===== config.mk =====
export PLATFORM = sky130hd
export DESIGN_NAME = i2c_target
export DESIGN_NICKNAME = d
export VERILOG_FILES = /design/src/rtl/i2c_target.sv
export SDC_FILE = /design/constraint.sdc
export NUM_CORES = 1
export LEC_CHECK = 0
export ABC_AREA = 1
export CAP_MARGIN = 20
export CORE_ASPECT_RATIO = 1.4
export CORE_MARGIN = 1
export CORE_UTILIZATION = 32
export DETAILED_ROUTE_END_ITERATION = 7
export PLACE_DENSITY = 0.57
export SLEW_MARGIN = 20
export SYNTH_ARGS = -nofsm -noshare
export SYNTH_HDL_FRONTEND = slang
export SYNTH_SLANG_ARGS = --single-unit

===== constraint.sdc =====
create_clock -name clk_sys -period 2.4 [get_ports clk_sys]
set_input_delay 0.36 -clock clk_sys [delete_from_list [all_inputs] [get_ports clk_sys]]
set_output_delay 0.36 -clock clk_sys [all_outputs]
set_load 0.005 [all_outputs]

===== src/rtl/i2c_target.sv =====
// i2c_target: memory-mapped I2C target (slave) peripheral.
// Answers one 7-bit address, collects master-write bytes in an RX FIFO and
// returns a CPU-loaded byte on master reads. CPU side: word-indexed registers
// CTRL / STATUS / TXDATA / RXDATA on addr[3:2].
// Optional feature: define I2C_STRETCH_EN to add scl_oe clock stretching
// (hold SCL on TX underrun or RX FIFO full instead of flagging an error).
`timescale 1ns/1ps
module i2c_target #(
    parameter int         RX_DEPTH   = 4,
    parameter logic [6:0] RESET_ADDR = 7'h42
) (
    input  logic        clk_sys,
    input  logic        reset,
    input  logic        write_enable,
    input  logic [3:0]  addr,
    input  logic [31:0] data_in,
    output logic [31:0] data_out,
    input  logic        scl_in,
    input  logic        sda_in,
`ifdef I2C_STRETCH_EN
    output logic        scl_oe,
`endif
    output logic        sda_oe
);

    localparam int PW = $clog2(RX_DEPTH);
    localparam logic [PW-1:0] PTR_ONE = PW'(1);
    localparam logic [PW:0]   CNT_ONE = (PW + 1)'(1);
    localparam logic [PW:0]   DEPTH_C = (PW + 1)'(RX_DEPTH);

    localparam logic [2:0] S_IDLE     = 3'd0;
    localparam logic [2:0] S_ADDR     = 3'd1;
    localparam logic [2:0] S_ADDR_ACK = 3'd2;
    localparam logic [2:0] S_RX       = 3'd3;
    localparam logic [2:0] S_RX_ACK   = 3'd4;
    localparam logic [2:0] S_TX       = 3'd5;
    localparam logic [2:0] S_TX_ACK   = 3'd6;
    localparam logic [2:0] S_WAIT     = 3'd7;

    // Pin synchronizers plus one delayed copy for edge detection
    logic r_scl_s1, r_scl_s2, r_scl_d;
    logic r_sda_s1, r_sda_s2, r_sda_d;

    // CPU-visible registers
    logic       r_en;
    logic [6:0] r_own_addr;
    logic       r_busy, r_rx_ovf, r_tx_unf, r_stop_seen, r_tx_full;
    logic [7:0] r_tx_hold;

    // RX FIFO
    logic [7:0]    r_fifo [RX_DEPTH];
    logic [PW-1:0] r_wptr, r_rptr;
    logic [PW:0]   r_count;

    // Bus engine
    logic [2:0] r_state;
    logic [3:0] r_bit_cnt;
    logic [7:0] r_shift;
    logic       r_rw, r_ack, r_sda_oe;

    logic w_scl_rise, w_scl_fall, w_start, w_stop, w_run;
    logic w_wr_ctrl, w_wr_stat, w_wr_tx, w_wr_rx;
    logic w_fifo_full, w_fifo_empty, w_pop, w_push, w_room;
    logic w_rx_done, w_addr_match, w_tx_req, w_tx_load;
    logic w_ovf_set, w_unf_set, w_tx_hold, w_rx_hold, w_tx_stalled, w_rx_stalled;
    logic [7:0] w_load_byte;
    logic w_unused;

    assign w_scl_rise = r_scl_s2 & ~r_scl_d;
    assign w_scl_fall = ~r_scl_s2 & r_scl_d;
    assign w_start    = r_scl_s2 & r_scl_d & r_sda_d & ~r_sda_s2;
    assign w_stop     = r_scl_s2 & r_scl_d & ~r_sda_d & r_sda_s2;
    // Bus engine advances only when enabled and no START/STOP overrides it
    assign w_run      = r_en & ~w_start & ~w_stop;

    assign w_wr_ctrl = write_enable & (addr[3:2] == 2'd0);
    assign w_wr_stat = write_enable & (addr[3:2] == 2'd1);
    assign w_wr_tx   = write_enable & (addr[3:2] == 2'd2);
    assign w_wr_rx   = write_enable & (addr[3:2] == 2'd3);

    assign w_fifo_full  = (r_count == DEPTH_C);
    assign w_fifo_empty = (r_count == {(PW + 1){1'b0}});
    assign w_pop        = w_wr_rx & ~w_fifo_empty;
    // A pop in the same cycle frees a slot for the incoming byte
    assign w_room       = ~w_fifo_full | w_pop;

    assign w_rx_done    = w_run & (r_state == S_RX) & w_scl_fall & (r_bit_cnt == 4'd8);
    assign w_addr_match = w_run & (r_state == S_ADDR) & w_scl_fall & (r_bit_cnt == 4'd8)
                          & (r_shift[7:1] == r_own_addr);
    assign w_tx_req     = w_run & w_scl_fall &
                          (((r_state == S_ADDR_ACK) & r_rw) | ((r_state == S_TX_ACK) & ~r_ack));
    assign w_load_byte  = r_tx_full ? r_tx_hold : 8'hFF;

`ifdef I2C_STRETCH_EN
    logic r_scl_oe, r_tx_stall, r_rx_stall;
    assign w_tx_stalled = r_tx_stall;
    assign w_rx_stalled = r_rx_stall;
    assign w_tx_hold    = w_tx_req & ~r_tx_full;
    assign w_rx_hold    = w_rx_done & ~w_room;
    assign w_tx_load    = (w_tx_req | (w_run & r_tx_stall)) & r_tx_full;
    assign w_push       = (w_rx_done | (w_run & r_rx_stall)) & w_room;
    assign w_ovf_set    = 1'b0;
    assign w_unf_set    = 1'b0;
    assign scl_oe       = r_scl_oe;

    // Clock-stretch control: hold SCL until TXDATA is written or a pop frees room
    always_ff @(posedge clk_sys or negedge reset) begin
        if (!reset) begin
            r_scl_oe   <= 1'b0;
            r_tx_stall <= 1'b0;
            r_rx_stall <= 1'b0;
        end else if (!r_en || w_start || w_stop) begin
            r_scl_oe   <= 1'b0;
            r_tx_stall <= 1'b0;
            r_rx_stall <= 1'b0;
        end else begin
            r_tx_stall <= w_tx_hold | (r_tx_stall & ~w_tx_load);
            r_rx_stall <= w_rx_hold | (r_rx_stall & ~w_push);
            // SCL is released one cycle after the stall ends so SDA settles first
            r_scl_oe   <= w_tx_hold | w_rx_hold | r_tx_stall | r_rx_stall;
        end
    end
`else
    assign w_tx_stalled = 1'b0;
    assign w_rx_stalled = 1'b0;
    assign w_tx_hold    = 1'b0;
    assign w_rx_hold    = 1'b0;
    assign w_tx_load    = w_tx_req;
    assign w_push       = w_rx_done & w_room;
    assign w_ovf_set    = w_rx_done & ~w_room;
    assign w_unf_set    = w_tx_req & ~r_tx_full;
`endif

    assign sda_oe   = r_sda_oe;
    assign w_unused = ^{data_in[31:8], addr[1:0], w_rx_hold};

    // Two-flop synchronizers and edge-detect delay stage for SCL/SDA
    always_ff @(posedge clk_sys or negedge reset) begin
        if (!reset) begin
            r_scl_s1 <= 1'b1; r_scl_s2 <= 1'b1; r_scl_d <= 1'b1;
            r_sda_s1 <= 1'b1; r_sda_s2 <= 1'b1; r_sda_d <= 1'b1;
        end else begin
            r_scl_s1 <= scl_in;   r_scl_s2 <= r_scl_s1; r_scl_d <= r_scl_s2;
            r_sda_s1 <= sda_in;   r_sda_s2 <= r_sda_s1; r_sda_d <= r_sda_s2;
        end
    end

    // CPU registers and sticky status; a hardware set beats a CPU clear
    always_ff @(posedge clk_sys or negedge reset) begin
        if (!reset) begin
            r_en        <= 1'b0;
            r_own_addr  <= RESET_ADDR;
            r_busy      <= 1'b0;
            r_rx_ovf    <= 1'b0;
            r_tx_unf    <= 1'b0;
            r_stop_seen <= 1'b0;
            r_tx_full   <= 1'b0;
            r_tx_hold   <= 8'hFF;
        end else begin
            if (w_wr_ctrl) begin
                r_en       <= data_in[0];
                r_own_addr <= data_in[7:1];
            end
            // A same-cycle load consumes the old byte; the new write stays pending
            if (w_wr_tx) begin
                r_tx_hold <= data_in[7:0];
                r_tx_full <= 1'b1;
            end else if (w_tx_load) begin
                r_tx_full <= 1'b0;
            end
            if (w_addr_match) begin
                r_busy <= 1'b1;
            end else if (w_stop || !r_en) begin
                r_busy <= 1'b0;
            end
            r_rx_ovf    <= w_ovf_set | (r_rx_ovf & ~(w_wr_stat & data_in[2]));
            r_tx_unf    <= w_unf_set | (r_tx_unf & ~(w_wr_stat & data_in[4]));
            r_stop_seen <= (w_stop & r_busy) | (r_stop_seen & ~(w_wr_stat & data_in[5]));
        end
    end

    // RX FIFO storage, pointers and occupancy
    always_ff @(posedge clk_sys or negedge reset) begin
        if (!reset) begin
            for (int i = 0; i < RX_DEPTH; i++) begin
                r_fifo[i] <= 8'h00;
            end
            r_wptr  <= {PW{1'b0}};
            r_rptr  <= {PW{1'b0}};
            r_count <= {(PW + 1){1'b0}};
        end else begin
            if (w_push) begin
                r_fifo[r_wptr] <= r_shift;
                r_wptr         <= r_wptr + PTR_ONE;
            end
            if (w_pop) begin
                r_rptr <= r_rptr + PTR_ONE;
            end
            case ({w_push, w_pop})
                2'b10:   r_count <= r_count + CNT_ONE;
                2'b01:   r_count <= r_count - CNT_ONE;
                default: r_count <= r_count;
            endcase
        end
    end

    // Bus protocol FSM: bit shifting, ACK generation and SDA drive
    always_ff @(posedge clk_sys or negedge reset) begin
        if (!reset) begin
            r_state   <= S_IDLE;
            r_bit_cnt <= 4'd0;
            r_shift   <= 8'h00;
            r_rw      <= 1'b0;
            r_ack     <= 1'b1;
            r_sda_oe  <= 1'b0;
        end else if (!r_en) begin
            r_state   <= S_IDLE;
            r_bit_cnt <= 4'd0;
            r_sda_oe  <= 1'b0;
        end else if (w_start) begin
            r_state   <= S_ADDR;
            r_bit_cnt <= 4'd0;
            r_sda_oe  <= 1'b0;
        end else if (w_stop) begin
            r_state   <= S_IDLE;
            r_sda_oe  <= 1'b0;
        end else begin
            case (r_state)
                S_ADDR: begin
                    if (w_scl_rise) begin
                        r_shift   <= {r_shift[6:0], r_sda_s2};
                        r_bit_cnt <= r_bit_cnt + 4'd1;
                    end else if (w_scl_fall && r_bit_cnt == 4'd8) begin
                        if (r_shift[7:1] == r_own_addr) begin
                            r_state  <= S_ADDR_ACK;
                            r_rw     <= r_shift[0];
                            r_sda_oe <= 1'b1;
                        end else begin
                            r_state  <= S_WAIT;
                        end
                    end
                end
                S_ADDR_ACK: begin
                    if (w_scl_fall && !r_rw) begin
                        r_state   <= S_RX;
                        r_bit_cnt <= 4'd0;
                        r_sda_oe  <= 1'b0;
                    end
                end
                S_RX: begin
                    if (w_scl_rise) begin
                        r_shift   <= {r_shift[6:0], r_sda_s2};
                        r_bit_cnt <= r_bit_cnt + 4'd1;
                    end else if (w_scl_fall && r_bit_cnt == 4'd8) begin
                        r_state  <= S_RX_ACK;
                        r_sda_oe <= w_push;
                    end
                end
                S_RX_ACK: begin
                    if (w_rx_stalled) begin
                        if (w_push) begin
                            r_sda_oe <= 1'b1;
                        end
                    end else if (w_scl_fall) begin
                        r_state   <= S_RX;
                        r_bit_cnt <= 4'd0;
                        r_sda_oe  <= 1'b0;
                    end
                end
                S_TX: begin
                    if (w_scl_fall && !w_tx_stalled) begin
                        if (r_bit_cnt == 4'd8) begin
                            r_state  <= S_TX_ACK;
                            r_sda_oe <= 1'b0;
                        end else begin
                            r_shift   <= {r_shift[6:0], 1'b0};
                            r_sda_oe  <= ~r_shift[6];
                            r_bit_cnt <= r_bit_cnt + 4'd1;
                        end
                    end
                end
                S_TX_ACK: begin
                    if (w_scl_rise) begin
                        r_ack <= r_sda_s2;
                    end else if (w_scl_fall && r_ack) begin
                        r_state  <= S_WAIT;
                        r_sda_oe <= 1'b0;
                    end
                end
                S_WAIT: begin
                    r_sda_oe <= 1'b0;
                end
                S_IDLE: begin
                    r_sda_oe <= 1'b0;
                end
                default: begin
                    r_state  <= S_IDLE;
                    r_sda_oe <= 1'b0;
                end
            endcase
            // Byte load for master reads: MSB goes out immediately
            if (w_tx_load) begin
                r_state   <= S_TX;
                r_shift   <= w_load_byte;
                r_sda_oe  <= ~w_load_byte[7];
                r_bit_cnt <= 4'd1;
            end else if (w_tx_hold) begin
                r_state  <= S_TX;
                r_sda_oe <= 1'b0;
            end
        end
    end

    // Register read mux
    always_comb begin
        data_out = 32'h0000_0000;
        case (addr[3:2])
            2'd0:    data_out = {24'h000000, r_own_addr, r_en};
            2'd1:    data_out = {26'h0000000, r_stop_seen, r_tx_unf, r_tx_full,
                                 r_rx_ovf, ~w_fifo_empty, r_busy};
            2'd2:    data_out = {24'h000000, r_tx_hold};
            2'd3:    data_out = w_fifo_empty ? 32'h0000_0000 : {24'h000000, r_fifo[r_rptr]};
            default: data_out = 32'h0000_0000;
        endcase
    end

endmodule

==> results.sh <==
export IMPL_run_status="completed"
export IMPL_netlist_area_um2=4770
export IMPL_critPathCapture="data_out[4]"
export IMPL_dr_first_iter_drc_count=219
export IMPL_clockBufferDepth=2
export IMPL_place_gp_congestion=0.8701
export IMPL_antenna_found_initial=0
export IMPL_end_kind="output port"
export IMPL_ios=74
export IMPL_die_h_um=146.5
export IMPL_synth_area_leaders="dfrtp_1 35%, nand2_1 12%, dfstp_2 9.4%"
export IMPL_fin_skew_ns=0.005314
export IMPL_fin_nets=728
export IMPL_worst_hold_path_type="input port to asynchronous set/reset pin"
export IMPL_routed_wl_mm=12.25
export IMPL_cts_tree="yes"
export IMPL_relSlewSlack=0.6246
export IMPL_path_clk_slew_ns=0.06
export IMPL_synthToLayoutAreaGrowth_pct=18.42
export IMPL_grt_max_degree=38
export IMPL_core_um2=14510
export IMPL_drc_errors=0
export IMPL_vdd_drop_max_uv=403.4
export IMPL_crit_start="r_rptr[0]"
export IMPL_cap_violations=0
export IMPL_post_drt_wl_per_cell_um=14.03
export IMPL_cts_root_buf="clkbuf_16"
export IMPL_arrival_ns=1.94
export IMPL_ys_seq_area_frac=0.4452
export IMPL_ant_nets=0
export IMPL_avgSynthCellArea_um2=7.693
export IMPL_die_w_um=105.2
export IMPL_r2r_end="r_count[2]"
export IMPL_reg2reg_from="r_bit_cnt[1]"
export IMPL_crit_fanout=11
export IMPL_grt_total_usage=0.1676
export IMPL_power_density_nw_per_um2=840.7
export IMPL_leakagePower_nw=3.068
export IMPL_fin_crit_sh=0.9590
export IMPL_fin_hold_ws_ns=0.003370
export IMPL_crit_path_start_kind="flip-flop"
export IMPL_io_buffers=23
export IMPL_drive_above_1_share=0.1652
export IMPL_yosys_warnings=0
export IMPL_synth_largest_area_cell="dfrtp_1"
export IMPL_hold_viol=0
export IMPL_vias_per_cell=4.725
export IMPL_via_count=4125
export IMPL_clkLatencyLatePin_ns=0.34
export IMPL_r2r_cells=12
export IMPL_final_util=0.3893
export IMPL_crit_type="flip-flop to output port"
export IMPL_slew_viol_final=0
export IMPL_die_area_um2=15400
export IMPL_required_ns=2.04
export IMPL_regToRegSetupSlack_ns=0.14
export IMPL_finalPower_mw=4.748
export IMPL_htreeDepth=3
export IMPL_first_pass_iters=7
export IMPL_synth_seq_cells=84
export IMPL_worst_pin_slew_ns=0.5618
export IMPL_cts_buffers=9
export IMPL_antenna_cells=0
export IMPL_min_period_ns=2.302
export IMPL_use_met3=0.02946
export IMPL_grt_use_met1=0.1959
export IMPL_max_freq_mhz=434.5
export IMPL_final_common_cell="nand2_1"
export IMPL_postSynthCellCount=620
export IMPL_grt_overflow=0
export IMPL_mostFrequentLayoutCells="158 x nand2_1, 90 x inv_1, 78 x o21ai_0"
export IMPL_postPlaceCellArea_um2=5326
export IMPL_finalInstanceArea_um2=5648
export IMPL_initial_utilization=0.3287
export IMPL_grt_most_used_layer="met2"
export IMPL_dp_hpwl_mm=9.288
export IMPL_rsz0062_at_grt="false"
export IMPL_hold_buffers=0
export IMPL_yosysTopAreaCellShare=0.3515
export IMPL_setup_viol=0
export IMPL_grt_pass1_vias=4048
export IMPL_grt_first_pass_wirelength_mm=20.00
export IMPL_grt_use_met2=0.3000
export IMPL_clock_sinks=84
export IMPL_synth_cell_types=37
export IMPL_rows=52
==> synthesized netlist by cell type <==
cell type	instances
a21oi_1	11
a22oi_1	4
buf_2	2
buf_4	26
buf_6	4
clkbuf_1	7
clkinv_2	1
conb_1	1
dfrtp_1	67
dfstp_2	17
fa_1	1
ha_1	7
inv_1	93
inv_2	11
mux2_2	1
nand2_1	158
nand2_2	1
nand2_4	3
nand3_1	24
nand3_2	2
nand3b_1	2
nand4_1	6
nor2_1	47
nor2_2	1
nor2_4	2
nor2_8	4
nor3_1	2
nor3_4	1
o2111ai_1	2
o211ai_1	2
o21ai_0	81
o21ai_1	12
o21ai_2	2
o221ai_1	1
o22ai_1	7
xnor2_1	3
xor2_1	4
==> power breakdown <==
group / internal (mW) / total [mW] / switching, mW / leakage [nW]
Combinational: 0.651 / 1.67 / 1.02 / 1.87
Clock: 0.699 / 1.26 / 0.566 / 0.129
Sequential: 1.63 / 1.81 / 0.179 / 1.07
Total: 2.98 / 4.75 / 1.77 / 3.07
==> critical path, stage by stage, from the launching register on <==
cell,delay (ns)
dfrtp_1,0.42
buf_8,0.16
buf_4,0.13
o21ai_0,0.15
o22ai_1,0.11
nand2_1,0.07
o21ai_0,0.07
a21oi_1,0.12
o21ai_1,0.10
dlygate4sd2_1,0.27
==> routing by layer <==
layer / share of wire / wire length, µm
met1: 0.42 / 5185
met2: 0.52 / 6316
met3: 0.030 / 369
met4: 0.031 / 376
met5: 0 / 0
==> state kept, by name (all words and copies together) (netlist names), 2 cells and up <==
register,count
r_fifo,32
r_shift,8
r_tx_hold,8
r_own_addr,7
r_bit_cnt,4
r_count,3
r_state,3
r_rptr,2
r_wptr,2
==> logic make-up (layout without fill, tap and decap cells) <==
| group | Yosys count | count (layout) | synth area share |
|---|---|---|---|
| and+or+nand+nor | 253 | 253 | 0.2385 |
| buffers and inverters | 144 | 185 | 0.1409 |
| AOI/OAI and AO/OA | 122 | 122 | 0.1369 |
| DFF | 84 | 84 | 0.4452 |
| adders and majority gates | 8 | 8 | 0.02256 |
| xor gates and xnor gates | 7 | 7 | 0.01285 |
| other | 1 | 24 | 0.0007862 |
| muxes | 1 | 1 | 0.002361 |
==> worst min path at each step <==
stage                     depth (start not counted)  slack (ns)            to     start
after floorplan                                   0        0.06  r_bit_cnt[0]     reset
after global placement                            0        0.35      r_scl_s2  r_scl_s1
after detailed placement                          0        0.35      r_scl_s2  r_scl_s1
after CTS                                         1        0.02    r_fifo[16]     reset
after global routing                              1        0.03    r_fifo[16]     reset
final                                             1       0.003    r_fifo[16]     reset
==> cell type report <==
class                           count  area (µm²)
Tap cell                          189       236.5
Fill cell                        1497        8861
Timing Repair Buffer               64       548.0
Inverter                          105       395.4
Sequential cell                    84        2126
Multi-Input combinational cell    415        2074
Clock inverter                      6       38.79
Clock buffer                       10       229.0
==> timing repair <==
item	in CTS	in global routing
setup buffers	0	5
setup endpoints to repair	8	4
pin swaps	0	4
resized for setup	12	12
==> per-stage QoR <==
stage | cells | setup WS [ns] | setup TNS [ns]
6_report | 873 | 0.09840 | 0
5_1_grt | 873 | 0.001299 | 0
4_1_cts | 868 | 0.03656 | 0
3_5_place_dp | 852 | -0.1641 | -1.080
3_3_place_gp | 852 | -0.1529 | -1.008
2_1_floorplan | 643 | 0.2144 | 0
(Power assumes the default switching activity.)
